$ cat src/rtl/shared_gfn_mulsqsc_dom_pkg.sv
// Field helpers for the masked tower-field inverter datapath.
// All elements are in normal basis; GF(2^2) uses basis (W^2, W), so one = 2'b11.
// GF(2^4) elements are {Ah, Al} over GF(2^2) with normal basis (Z^4, Z).
package gf_mask_pkg;

    // Width of the cross-term randomness bus: one N-bit mask per unordered share pair.
    function automatic int unsigned ZW(input int unsigned n, input int unsigned shares);
        return n * shares * (shares - 1) / 2;
    endfunction

    // Randomness index of pair (k,l), k<l; the transposed term reuses it.
    function automatic int unsigned zidx(input int unsigned k, input int unsigned l);
        return k + l * (l - 1) / 2;
    endfunction

    // GF(2^2) normal-basis multiply.
    function automatic logic [1:0] gf2_mul(input logic [1:0] a, input logic [1:0] b);
        logic e;
        e = (a[1] ^ a[0]) & (b[1] ^ b[0]);
        return {(a[1] & b[1]) ^ e, (a[0] & b[0]) ^ e};
    endfunction

    // GF(2^2) squaring is a bit swap in normal basis.
    function automatic logic [1:0] sq2(input logic [1:0] a);
        return {a[0], a[1]};
    endfunction

    function automatic logic [1:0] sqsc2(input logic [1:0] a);
        return {a[0], a[1] ^ a[0]};
    endfunction

    // Multiply by the tower constant N = W^2 (2'b10).
    function automatic logic [1:0] scl_n2(input logic [1:0] a);
        return {a[0], a[1] ^ a[0]};
    endfunction

    // GF(2^4) tower multiply: shared middle term scaled by N.
    function automatic logic [3:0] gf4_mul(input logic [3:0] a, input logic [3:0] b);
        logic [1:0] e;
        logic [1:0] ph;
        logic [1:0] pl;
        e  = scl_n2(gf2_mul(a[3:2] ^ a[1:0], b[3:2] ^ b[1:0]));
        ph = gf2_mul(a[3:2], b[3:2]) ^ e;
        pl = gf2_mul(a[1:0], b[1:0]) ^ e;
        return {ph, pl};
    endfunction

    function automatic logic [3:0] sqsc4(input logic [3:0] a);
        return {sq2(a[3:2] ^ a[1:0]), sqsc2(sq2(a[1:0]))};
    endfunction

endpackage

$ cat src/rtl/shared_gfn_mulsqsc_dom_gfn_mul.sv
// Combinational GF(2^N) multiplier, N = 2 or 4, one instance per share product.
module gfn_mul
    import gf_mask_pkg::*;
#(
    parameter int unsigned N = 2
) (
    input  logic [N-1:0] i_a,
    input  logic [N-1:0] i_b,
    output logic [N-1:0] o_q
);

    if (N == 2) begin : g_gf2
        assign o_q = gf2_mul(i_a, i_b);
    end else begin : g_gf4
        assign o_q = gf4_mul(i_a, i_b);
    end

endmodule

$ cat src/rtl/shared_gfn_mulsqsc_dom.sv
// DOM-masked GF(2^N) multiplier with optional square-scale addend:
// Q = X*B (mode 0) or X*B ^ sqsc(X^Y) (mode 1), over SHARES Boolean shares.
// Every share product is registered before compression so no unregistered
// cross-domain term reaches the output.
module shared_gfn_mulsqsc_dom
    import gf_mask_pkg::*;
#(
    parameter int unsigned N         = 2,
    parameter int unsigned SHARES    = 2,
    parameter int unsigned PIPELINED = 1
) (
    input  logic                        ClkxCI,
    input  logic                        RstxBI,
    input  logic                        ValidxSI,
    input  logic                        ModexSI,
    input  logic [N*SHARES-1:0]         XxDI,
    input  logic [N*SHARES-1:0]         BxDI,
    input  logic [N*SHARES-1:0]         YxDI,
    input  logic [ZW(N, SHARES)-1:0]    ZxDI,
    output logic [N*SHARES-1:0]         QxDO,
    output logic                        ValidxSO
);

    if (!(N == 2 || N == 4)) begin : g_bad_n
        $error("shared_gfn_mulsqsc_dom: N must be 2 or 4");
    end
    if (SHARES < 2) begin : g_bad_shares
        $error("shared_gfn_mulsqsc_dom: SHARES must be at least 2");
    end
    if (!(PIPELINED == 1 || PIPELINED == 2)) begin : g_bad_pipe
        $error("shared_gfn_mulsqsc_dom: PIPELINED must be 1 or 2");
    end

    logic [N-1:0]        w_prod   [SHARES][SHARES];
    logic [N-1:0]        w_ff_d   [SHARES][SHARES];
    logic [N-1:0]        r_ff     [SHARES][SHARES];
    logic [N-1:0]        w_sqsc_m [SHARES];
    logic [N*SHARES-1:0] w_q;
    logic                r_valid1;

    // Per-domain square-scale term, gated by mode before it reaches the flops.
    for (genvar i = 0; i < SHARES; i++) begin : g_sq
        logic [N-1:0] w_xy;
        logic [N-1:0] w_sqsc;
        assign w_xy = XxDI[i*N +: N] ^ YxDI[i*N +: N];
        if (N == 2) begin : g_n2
            assign w_sqsc = sqsc2(w_xy);
        end else begin : g_n4
            assign w_sqsc = sqsc4(w_xy);
        end
        assign w_sqsc_m[i] = ModexSI ? w_sqsc : '0;
    end

    // Share products; cross-domain terms are blinded by fresh Z before registering.
    for (genvar i = 0; i < SHARES; i++) begin : g_row
        for (genvar j = 0; j < SHARES; j++) begin : g_col
            gfn_mul #(
                .N (N)
            ) u_mul (
                .i_a (XxDI[i*N +: N]),
                .i_b (BxDI[j*N +: N]),
                .o_q (w_prod[i][j])
            );
            if (i == j) begin : g_inner
                assign w_ff_d[i][j] = w_prod[i][j] ^ w_sqsc_m[i];
            end else begin : g_cross
                localparam int unsigned P = (i < j) ? zidx(i, j) : zidx(j, i);
                assign w_ff_d[i][j] = w_prod[i][j] ^ ZxDI[P*N +: N];
            end
        end
    end

    // DOM register stage: loads only on valid, otherwise holds.
    always_ff @(posedge ClkxCI or negedge RstxBI) begin
        if (!RstxBI) begin
            r_ff <= '{default: '0};
        end else if (ValidxSI) begin
            r_ff <= w_ff_d;
        end
    end

    // Stage-1 valid tracks the input valid every cycle.
    always_ff @(posedge ClkxCI or negedge RstxBI) begin
        if (!RstxBI) begin
            r_valid1 <= 1'b0;
        end else begin
            r_valid1 <= ValidxSI;
        end
    end

    // Compression: XOR of registered terms only.
    always_comb begin
        w_q = '0;
        for (int i = 0; i < SHARES; i++) begin
            for (int j = 0; j < SHARES; j++) begin
                w_q[i*N +: N] = w_q[i*N +: N] ^ r_ff[i][j];
            end
        end
    end

    if (PIPELINED == 1) begin : g_pipe1
        assign QxDO     = w_q;
        assign ValidxSO = r_valid1;
    end else begin : g_pipe2
        logic [N*SHARES-1:0] r_q;
        logic                r_valid2;

        // Output register: captures compressed shares when stage 1 holds a new result.
        always_ff @(posedge ClkxCI or negedge RstxBI) begin
            if (!RstxBI) begin
                r_q      <= '0;
                r_valid2 <= 1'b0;
            end else begin
                r_valid2 <= r_valid1;
                if (r_valid1) begin
                    r_q <= w_q;
                end
            end
        end

        assign QxDO     = r_q;
        assign ValidxSO = r_valid2;
    end

endmodule

$ cat config.mk
export PLATFORM = sky130hd
export DESIGN_NAME = shared_gfn_mulsqsc_dom
export DESIGN_NICKNAME = d
export VERILOG_FILES = /design/src/rtl/shared_gfn_mulsqsc_dom_pkg.sv /design/src/rtl/shared_gfn_mulsqsc_dom_gfn_mul.sv /design/src/rtl/shared_gfn_mulsqsc_dom.sv
export SDC_FILE = /design/constraint.sdc
export NUM_CORES = 1
export LEC_CHECK = 0
export BUFFER_PORTS_ARGS = -buffer_cell sky130_fd_sc_hd__buf_2
export CAP_MARGIN = 10
export CORE_UTILIZATION = 50
export CTS_BUF_LIST = sky130_fd_sc_hd__clkbuf_8
export DETAILED_ROUTE_END_ITERATION = 16
export GPL_TIMING_DRIVEN = 1
export HOLD_SLACK_MARGIN = 0.03
export PLACE_DENSITY = 0.76
export SYNTH_ARGS = -nofsm -noshare
export SYNTH_HDL_FRONTEND = slang
export SYNTH_HIERARCHICAL = 1
export SYNTH_SLANG_ARGS = --single-unit
$ cat constraint.sdc
create_clock -name ClkxCI -period 1.5 [get_ports ClkxCI]
set_clock_uncertainty 0.15 [all_clocks]
set_input_delay 0 -clock ClkxCI [delete_from_list [all_inputs] [get_ports ClkxCI]]
set_output_delay 0 -clock ClkxCI [all_outputs]
set_load 0.05 [all_outputs]
; ---- Word level (Yosys, flattened, before mapping)
; Cells that the tools add are included.
[classes]
n_mux = 2
n_bitwise = 34
[ops]
columns = operator, count
row1 = 2-bit bitwise XOR, 8
row2 = 1-bit bitwise XOR, 14
row3 = 1-bit bitwise AND, 12
row4 = 2-bit two-way mux, 2
[word_totals]
ff_bits = 9
inputBits = 18
out_inout_bits = 5

; ---- Logic depth before layout (Yosys ltp)
; Gate-level depths: netlist of run 1.
[depth]
word_depth = 4
mapped_depth = 6
depth_no_buf = 6

; ---- Modules after synthesis
; The synthesis of run 1 kept the hierarchy.
[modules_own_cells]
columns = module, n_inst, cells_each, area_per_inst_um2
row1 = shared_gfn_mulsqsc_dom, 1, 52, 514.2
row2 = gfn_mul, 4, 10, 68.8

; ---- Worst setup path after synthesis of run 1
; OpenSTA, ideal clock, no wires.
[synth_path]
path_type = reg2out
startpoint = register r_ff[5] (netlist name)
endpoint = output QxDO[1]
arrival_ns = 1.139
required_time_ns = 1.350
setup_slack_ns = 0.211
path_stages_with_launch = 2
cell_sequence = dfrtp_1 -> xor2_1
[synth_via]
elab_chain_cells = 1
[synth_lines]
columns = item, line
row1 = from (decl), shared_gfn_mulsqsc_dom.sv:36  ; logic [N-1:0] r_ff [SHARES][SHARES];
row2 = from (signal assigned), shared_gfn_mulsqsc_dom.sv:78  ; r_ff <= w_ff_d;
row3 = 2-bit bitwise XOR, shared_gfn_mulsqsc_dom.sv:96  ; w_q[i*N +: N] = w_q[i*N +: N] ^ r_ff[i][j];
row4 = to (decl), shared_gfn_mulsqsc_dom.sv:20  ; output logic [N*SHARES-1:0] QxDO,
; Every way passes these cells.

==> impl_metrics.json, run 1 <==
{
  "status": "complete, no violations",
  "synth_ff_type": "dfrtp_1",
  "overflow": 0,
  "clk_latency_ns": 0.23,
  "yosysMostFrequentCell": "nor2_1",
  "clockBufferDepth": 2,
  "grtUsageTotal_pct": 24.5,
  "wire_per_inst_um": 13.5,
  "syn_area_um2": 790,
  "synth_edf_count": 0,
  "core_area_um2": 1380,
  "crit_slowest_cell": "dlygate4sd3_1",
  "worstSetupPathType": "in2reg",
  "holdPathEnd": "r_ff[1]",
  "hold_class": "in2reg",
  "grt_max_degree": 22,
  "dieArea_um2": 1740,
  "drt-initial-drc-count": 12,
  "cts_buffers": 3,
  "drive_above_1_share_pct": 30.9,
  "reg2reg_to": "r_ff[0]",
  "crit_buf_inv": 2,
  "setup_viol_count_final": 0,
  "synth_area_per_cell_um2": 8.58,
  "area_growth_pct": 29.3,
  "slew_viol_final": 0,
  "tns_ns": 0,
  "fin_crit_sh_pct": 87.0,
  "yosys_warnings": 6,
  "dieHeight_um": 41.7,
  "antenna_found_initial": 0,
  "total_power_mw": 1.02,
  "rsz0062_at_grt": "false",
  "viasPerCell": 5.51,
  "n_antenna_cell": 0,
  "synth_cell_types": 17,
  "ctsHoldBuffers": 6,
  "critPathTopFamily": "buffers and inverters",
  "fmax_mhz": 766,
  "cellLeakagePower_nw": 0.443,
  "postCtsSetupRepairBufs": 0,
  "cts.repair.resized": 0,
  "worstHoldPathCells": 5,
  "path_clk_slew_ns": 0.04,
  "hold_start": "YxDI[2]",
  "cp_cell_sequence": "dlygate4sd3_1 > buf_2 > nor2b_1 > a311o_1",
  "dp_hpwl_um": 1350,
  "async_reset_ff_share_pct": 100,
  "min_period_ns": 1.31,
  "totalWireLength_um": 1870,
  "synth_top_area_share_pct": 28.5,
  "rows": 13,
  "powerDensity_nw_per_um2": 1000,
  "required_ns": 1.46,
  "top_level_ports": 23,
  "cts_root_buffer": "clkbuf_8",
  "num_vias": 761,
  "port_buffers": 22,
  "drc": 0,
  "fp.dieW_um": 41.7,
  "hold_viol_final": 0,
  "synth_fp_nets": 110,
  "max_stage_delay_ns": 0.53,
  "grt_pass1_wl_um": 3170,
  "syn-instance-count": 92,
  "place_congestion": 0.796,
  "ys_seq_area_share_pct": 28.5,
  "slew_headroom_pct": 70.9,
  "synth_seq_cells": 9,
  "tightest_slew_ns": 0.435,
  "startpoint_type": "input pin",
  "worstRegToRegCells": 2,
  "reg2reg_slack_ns": 0.40,
  "max-cap-violations": 0,
  "synth_top_cell_by_area": "dfrtp_1",
  "worst_setup_path_end_kind": "flip-flop",
  "cts_tree": "done",
  "nets": 142,
  "cts.sinks": 9,
  "arrival_ns": 1.26,
  "path_max_fanout": 21,
  "rr_startpoint": "r_ff[0]",
  "cts_htree_levels": 1,
  "start_util_pct": 57.1,
  "synth_area_leaders": "dfrtp_1 (29%), mux2_2 (11%), xnor2_1 (10%)",
  "synth.cells.most_frequent": "nor2_1 (15), nand2_1 (11), dfrtp_1 (9), xnor2_1 (9), mux2_2 (8)",
  "drt_pass1_iterations": 4,
  "grt_pass1_vias": 735,
  "irDropWorstVdd_uv": 599,
  "num-fill-cells": 125,
  "ant_nets": 0
}
-- worst min-delay path, cell delays in order --
cell and delay, ns:
buf_2 0.09, xor2_1 0.09, nand2_1 0.08, xor2_1 0.07
a21oi_1 0.13
-- power breakdown --
part	total, mW	switching (mW)	internal (mW)	leakage, nW
registers	0.306	0.0255	0.281	0.103
clock network	0.275	0.0966	0.178	0.0269
logic	0.439	0.276	0.163	0.313
total	1.02	0.398	0.622	0.443
-- worst max-delay path by stage --
stage	cells past startpoint	slack, ns	start	to
after floorplan	1	0.21	r_ff[5]	QxDO[1]
after global placement	7	0.10	BxDI[2]	r_ff[0]
after detailed placement	6	0.08	BxDI[3]	r_ff[0]
after CTS	4	0.21	ValidxSI	r_ff[0]
after global routing	4	0.09	ValidxSI	r_ff[0]
final	4	0.19	ValidxSI	r_ff[0]
-- placed cells by master (no fill, tap or decap) --
cell type / count
xnor2_1: 9
buf_2: 22
nand2_1: 11
a32o_1: 4
inv_1: 2
a21oi_1: 6
mux2_2: 8
nand3_1: 4
dfrtp_1: 9
nor2b_1: 2
clkbuf_8: 3
mux2i_1: 2
xor2_1: 7
buf_4: 1
nand3b_1: 2
dlygate4sd3_1: 6
o211ai_1: 4
nand2b_2: 4
a311o_1: 2
nor2_1: 15
-- logic make-up after synthesis --
| kind of cell | count (synthesis) | synth area share, % |
|---|---|---|
| AOI/OAI and AO/OA | 16 | 15.2 |
| xor gates and xnor gates | 16 | 17.8 |
| buffers and inverters | 3 | 1.74 |
| DFF | 9 | 28.5 |
| muxes | 10 | 13.9 |
| and+or+nand+nor | 38 | 22.8 |
-- area by class of cell --
| class | count | area [um2] | area share, % |
|---|---|---|---|
| flip-flops and latches | 9 | 225 | 22.1 |
| multi-input cells | 80 | 551 | 53.9 |
| well taps | 15 | 18.8 | 1.84 |
| repair buffers | 29 | 178 | 17.4 |
| inverters | 1 | 3.75 | 0.368 |
| clock inverters | 1 | 3.75 | 0.368 |
| clock buffers | 3 | 41.3 | 4.04 |
-- through the flow --
stage	worst slack [ns]	utilization (%)	hold slack [ns]	cell area, um2	instances
final	0.194	73.8	0.120	1020	138
after floorplan	0.211	-	-0.446	790	92
after global routing	0.0925	73.8	0.187	1020	138
after detailed placement	0.0751	66.2	-0.289	916	128
after global placement	0.103	66.2	-0.294	916	128
after CTS	0.213	73.8	0.122	1020	138
-- flip-flops by register name (all words and copies together), names as in the netlist --
register / count
r_ff: 8
ValidxSO: 1
-- routing by layer --
layer	up-vias	share of wire [%]	global-route usage (%)
met5	-	0	0
met4	0	5.0	16.1
met3	12	4.3	7.83
met2	26	48	37.2
met1	339	43	29.4
li1	384	-	-
Power figures use the tool's default switching activity.
==> inputs of run 2 (changes only) <==
Settings changed: ABC_CLOCK_PERIOD_IN_PS from default to 1500, CORE_UTILIZATION 50 to 53, PLACE_DENSITY 0.76 to 0.8.
==> impl_metrics.json, run 2 (same netlist as run 1, synthesis figures left out) <==
{
  "crit_slowest_cell": "dlygate4sd3_1",
  "timing.final.ws_setup_ns": 0.216,
  "final_common_cell": "buf_2",
  "place_congestion": 0.762,
  "arrival_ns": 1.25,
  "max_stage_delay_ns": 0.53,
  "cts_tree": "done",
  "most-common-layout-cells": "buf_2 (22), nor2_1 (15), nand2_1 (11)",
  "tns_ns": 0,
  "critPathTopFamily": "buffers and inverters",
  "irDropWorstVdd_uv": 764,
  "crit_buf_inv": 2,
  "n_antenna_cell": 0,
  "cts.sinks": 9,
  "setup_viol_count_final": 0,
  "fmax_mhz": 779,
  "cp-startpoint": "ValidxSI",
  "slew_viol_final": 0,
  "slew_headroom_pct": 72.3,
  "hold_viol_final": 0,
  "drt_pass1_iterations": 4,
  "grt_pass1_vias": 616,
  "hold_start": "BxDI[1]",
  "min_period_ns": 1.28,
  "area_growth_pct": 31.2,
  "dieHeight_um": 40.6,
  "num-fill-cells": 102,
  "grt_max_degree": 22,
  "cts.repair.resized": 0,
  "drt-initial-drc-count": 13,
  "drc": 0,
  "status": "complete, no violations",
  "tightest_slew_ns": 0.414,
  "drive_above_1_share_pct": 32.0,
  "pre_cts_ws_ns": 0.0726,
  "overflow": 0,
  "max-cap-violations": 0,
  "cts_htree_levels": 1,
  "antenna_found_initial": 0,
  "port_buffers": 22,
  "hold_class": "in2reg",
  "ant_nets": 0,
  "final_core_util_pct": 76.7,
  "rows": 13,
  "cts_buffers": 3,
  "powerDensity_nw_per_um2": 986,
  "totalWireLength_um": 1750,
  "startpoint_type": "input pin",
  "grt_pass1_wl_um": 2420,
  "num_vias": 753,
  "path_clk_slew_ns": 0.05,
  "path_max_fanout": 21,
  "largest_register_ffs": 8,
  "clockBufferDepth": 2,
  "clk_latency_ns": 0.23,
  "top_level_ports": 23,
  "cp_cell_sequence": "dlygate4sd3_1 > buf_2 > nor2b_1 > a311o_1",
  "reg2reg_slack_ns": 0.39,
  "wire_per_inst_um": 12.5,
  "worstSetupPathType": "in2reg",
  "worst_setup_path_end_kind": "flip-flop",
  "dp_hpwl_um": 1240,
  "dieArea_um2": 1650,
  "rsz0062_at_grt": "false",
  "top_register": "r_ff",
  "fp.dieW_um": 40.6,
  "fin_crit_sh_pct": 85.6,
  "rr_startpoint": "r_ff[0]",
  "grtUsageTotal_pct": 22.6,
  "viasPerCell": 5.38,
  "required_ns": 1.46,
  "cellLeakagePower_nw": 0.453,
  "core_area_um2": 1350,
  "cts_root_buffer": "clkbuf_8",
  "postCtsSetupRepairBufs": 0,
  "nets": 144,
  "start_util_pct": 58.5
}
==> run 2: cell types whose count changed in the layout (fill, tap and decap cells not counted), sizes merged <==
cell,before,now
buf,23,25
==> run 2: stage by stage <==
step	hold WS, ns	cell area [um2]	cells	total power [mW]
after floorplan	-0.446	790	92	0.613
after global placement	-0.292	931	130	0.726
after detailed placement	-0.293	931	130	0.736
after CTS	0.146	1040	140	1.02
after global routing	0.181	1040	140	1.08
final	0.139	1040	140	1.02
==> run 2: final cells by class <==
type                       count  area (um2)  share of cell area (%)
clock buffer                   3        41.3                    3.99
clock inverter                 1        3.75                   0.362
inverter                       1        3.75                   0.362
multi-input combinational     80         551                    53.1
sequential                     9         225                    21.7
tap                           15        18.8                    1.81
timing repair buffer          31         193                    18.6
==> run 2: path summary, 6_finish.rpt <==
check	endpoint	depth (start not counted)
min	r_ff[7]	5
max reg2reg	r_ff[0]	2
max	r_ff[6]	4
max in group asynchronous	r_ff[2]	3
min reg2reg	r_ff[7]	2
min in group asynchronous	r_ff[6]	3
==> run 2: report_power, final <==
part / internal [mW] / switching (mW)
Combinational: 0.166 / 0.273
Clock: 0.178 / 0.0960
Sequential: 0.281 / 0.0273
==> run 2: routing by layer <==
| metal | vias up | wire length [um] | GRT usage [%] |
|---|---|---|---|
| met5 | - | 0 | 0 |
| met4 | 0 | 0 | 0 |
| met3 | 0 | 54 | 8.33 |
| met2 | 15 | 881 | 42.9 |
| met1 | 347 | 813 | 25.1 |
| li1 | 391 | - | - |
==> run 2: what timing repair did <==
| item | 4_1_cts | 5_1_grt |
|---|---|---|
| endpoints found under the setup margin | 0 | 0 |
| hold buffers | 6 | 0 |
| endpoints found under the hold margin | 17 | 0 |
==> run 2: tightest hold or removal path: stages <==
cell,delay (ns)
buf_2,0.13
nand2_1,0.06
o211ai_1,0.10
xnor2_1,0.13
a21oi_1,0.06
==> inputs of run 3 (changes only) <==
Settings changed: PLACE_DENSITY 0.8 to default, PLACE_DENSITY_LB_ADDON from default to 0.3.
==> impl_metrics.json, run 3 (same netlist as run 1, synthesis figures left out) <==
{
  "final_common_cell": "buf_2",
  "cp_cell_sequence": "dlygate4sd3_1 > buf_2 > nor2b_1 > a311o_1",
  "num_vias": 757,
  "cts_htree_levels": 1,
  "n_antenna_cell": 0,
  "core_area_um2": 1350,
  "wl_met3_um": 84,
  "p_int_mw": 0.624,
  "grt_pass1_wl_um": 2470,
  "drt_pass1_iterations": 4,
  "crit_slowest_cell": "dlygate4sd3_1",
  "maxUsedRoutingLayer": "met3",
  "cts.sinks": 9,
  "irDropWorstVdd_uv": 883,
  "ctsHoldBuffers": 6,
  "worstSetupPathType": "in2reg",
  "rows": 13,
  "powerDensity_nw_per_um2": 985,
  "critPathTopFamily": "buffers and inverters",
  "top_level_ports": 23,
  "clk_latency_ns": 0.23,
  "register_area_um2": 225,
  "grt_pass1_vias": 613,
  "rsz0062_at_grt": "false",
  "clockBufferDepth": 2,
  "drt-met1-wl_um": 784,
  "area_growth_pct": 30.3,
  "ant_nets": 0,
  "setup_viol_count_final": 0,
  "grt_max_degree": 22,
  "cts_root_buffer": "clkbuf_8",
  "num-fill-cells": 100,
  "viasPerCell": 5.45,
  "pre_cts_ws_ns": 0.0962,
  "wl_met2_um": 809,
  "path_max_fanout": 21,
  "hold_viol_final": 0,
  "drt-initial-drc-count": 11,
  "dp_hpwl_um": 1210,
  "grtUsageTotal_pct": 23.0,
  "slew_headroom_pct": 72.9,
  "wire_per_inst_um": 12.1,
  "start_util_pct": 58.5,
  "nets": 143,
  "tns_ns": 0,
  "largest_register_ffs": 8,
  "hold_class": "in2reg",
  "multi_input_area_um2": 551,
  "cellLeakagePower_nw": 0.448,
  "overflow": 0,
  "cts_buffers": 3,
  "postCtsSetupRepairBufs": 0,
  "startpoint_type": "input pin",
  "most-common-layout-cells": "buf_2 (22), nor2_1 (15), nand2_1 (11)",
  "min_period_ns": 1.29,
  "worst_setup_path_end_kind": "flip-flop",
  "drive_above_1_share_pct": 31.5,
  "dieHeight_um": 40.6,
  "top_register": "r_ff",
  "clockPowerShare_pct": 26.7,
  "required_ns": 1.46,
  "fin_crit_sh_pct": 85.7,
  "port_buffers": 22,
  "fmax_mhz": 778,
  "status": "complete, no violations",
  "max-cap-violations": 0,
  "arrival_ns": 1.25,
  "pwr-share-comb_pct": 43.0,
  "slew_viol_final": 0,
  "swShare_pct": 38.4,
  "tightest_slew_ns": 0.405,
  "fp.dieW_um": 40.6,
  "cts.repair.resized": 0,
  "antenna_found_initial": 0,
  "place_congestion": 0.741,
  "max_stage_delay_ns": 0.53,
  "p_seq_share_pct": 30.3,
  "power_switching_mw": 0.389,
  "crit_buf_inv": 2,
  "path_clk_slew_ns": 0.04,
  "timing.final.ws_setup_ns": 0.215,
  "dieArea_um2": 1650,
  "totalWireLength_um": 1680,
  "drc": 0,
  "cts_tree": "done"
}
## run 3: cell types whose count changed in the layout (fill, tap and decap cells not counted), sizes merged
cell and delta:
buf -1
## run 3: area by class of cell
cell class | instances | share of cell area (%)
clock inverter | 1 | 0.365
tap | 15 | 1.82
inverter | 1 | 0.365
timing repair buffer | 30 | 18.0
clock buffer | 3 | 4.01
multi-input combinational | 80 | 53.5
sequential | 9 | 21.9
## run 3: metal layers
layer / GRT usage, % / vias up
met5: 0 / -
met4: 0 / 0
met3: 8.33 / 0
met2: 39.3 / 21
met1: 29.3 / 347
li1: - / 389
## run 3: worst paths after layout
kind	slack [ns]	to	cells past startpoint	startpoint
max	0.21	r_ff[6]	4	ValidxSI
min reg2reg	0.40	r_ff[5]	2	r_ff[5]
max reg2reg	0.39	r_ff[0]	2	r_ff[0]
max in group asynchronous	0.29	r_ff[0]	3	RstxBI
min in group asynchronous	0.63	r_ff[7]	3	RstxBI
min	0.13	r_ff[1]	5	YxDI[2]
## run 3: worst reg2reg max path, cell delays in order, from the launching register on
cell,delay (ns)
dfrtp_1,0.39
nor2b_1,0.14
a311o_1,0.31
## run 3: power by group through the flow
stage	Sequential [mW]	Combinational, mW	Clock, mW
6_report	0.307	0.435	0.270
5_1_grt	0.310	0.475	0.290
2_1_floorplan	0.309	0.305	0
3_3_place_gp	0.307	0.417	0
3_5_place_dp	0.309	0.423	0
4_1_cts	0.307	0.437	0.274
## run 3: metrics by stage
stage / area, um2 / cells / utilization, % / power, mW / hold slack (ns)
floorplan: 790 / 92 / - / 0.613 / -0.446
global placement: 923 / 129 / 68.4 / 0.724 / -0.296
detailed placement: 923 / 129 / 68.4 / 0.732 / -0.295
CTS: 1030 / 139 / 76.2 / 1.02 / 0.140
global route: 1030 / 139 / 76.2 / 1.08 / 0.184
finish: 1030 / 139 / 76.2 / 1.01 / 0.127
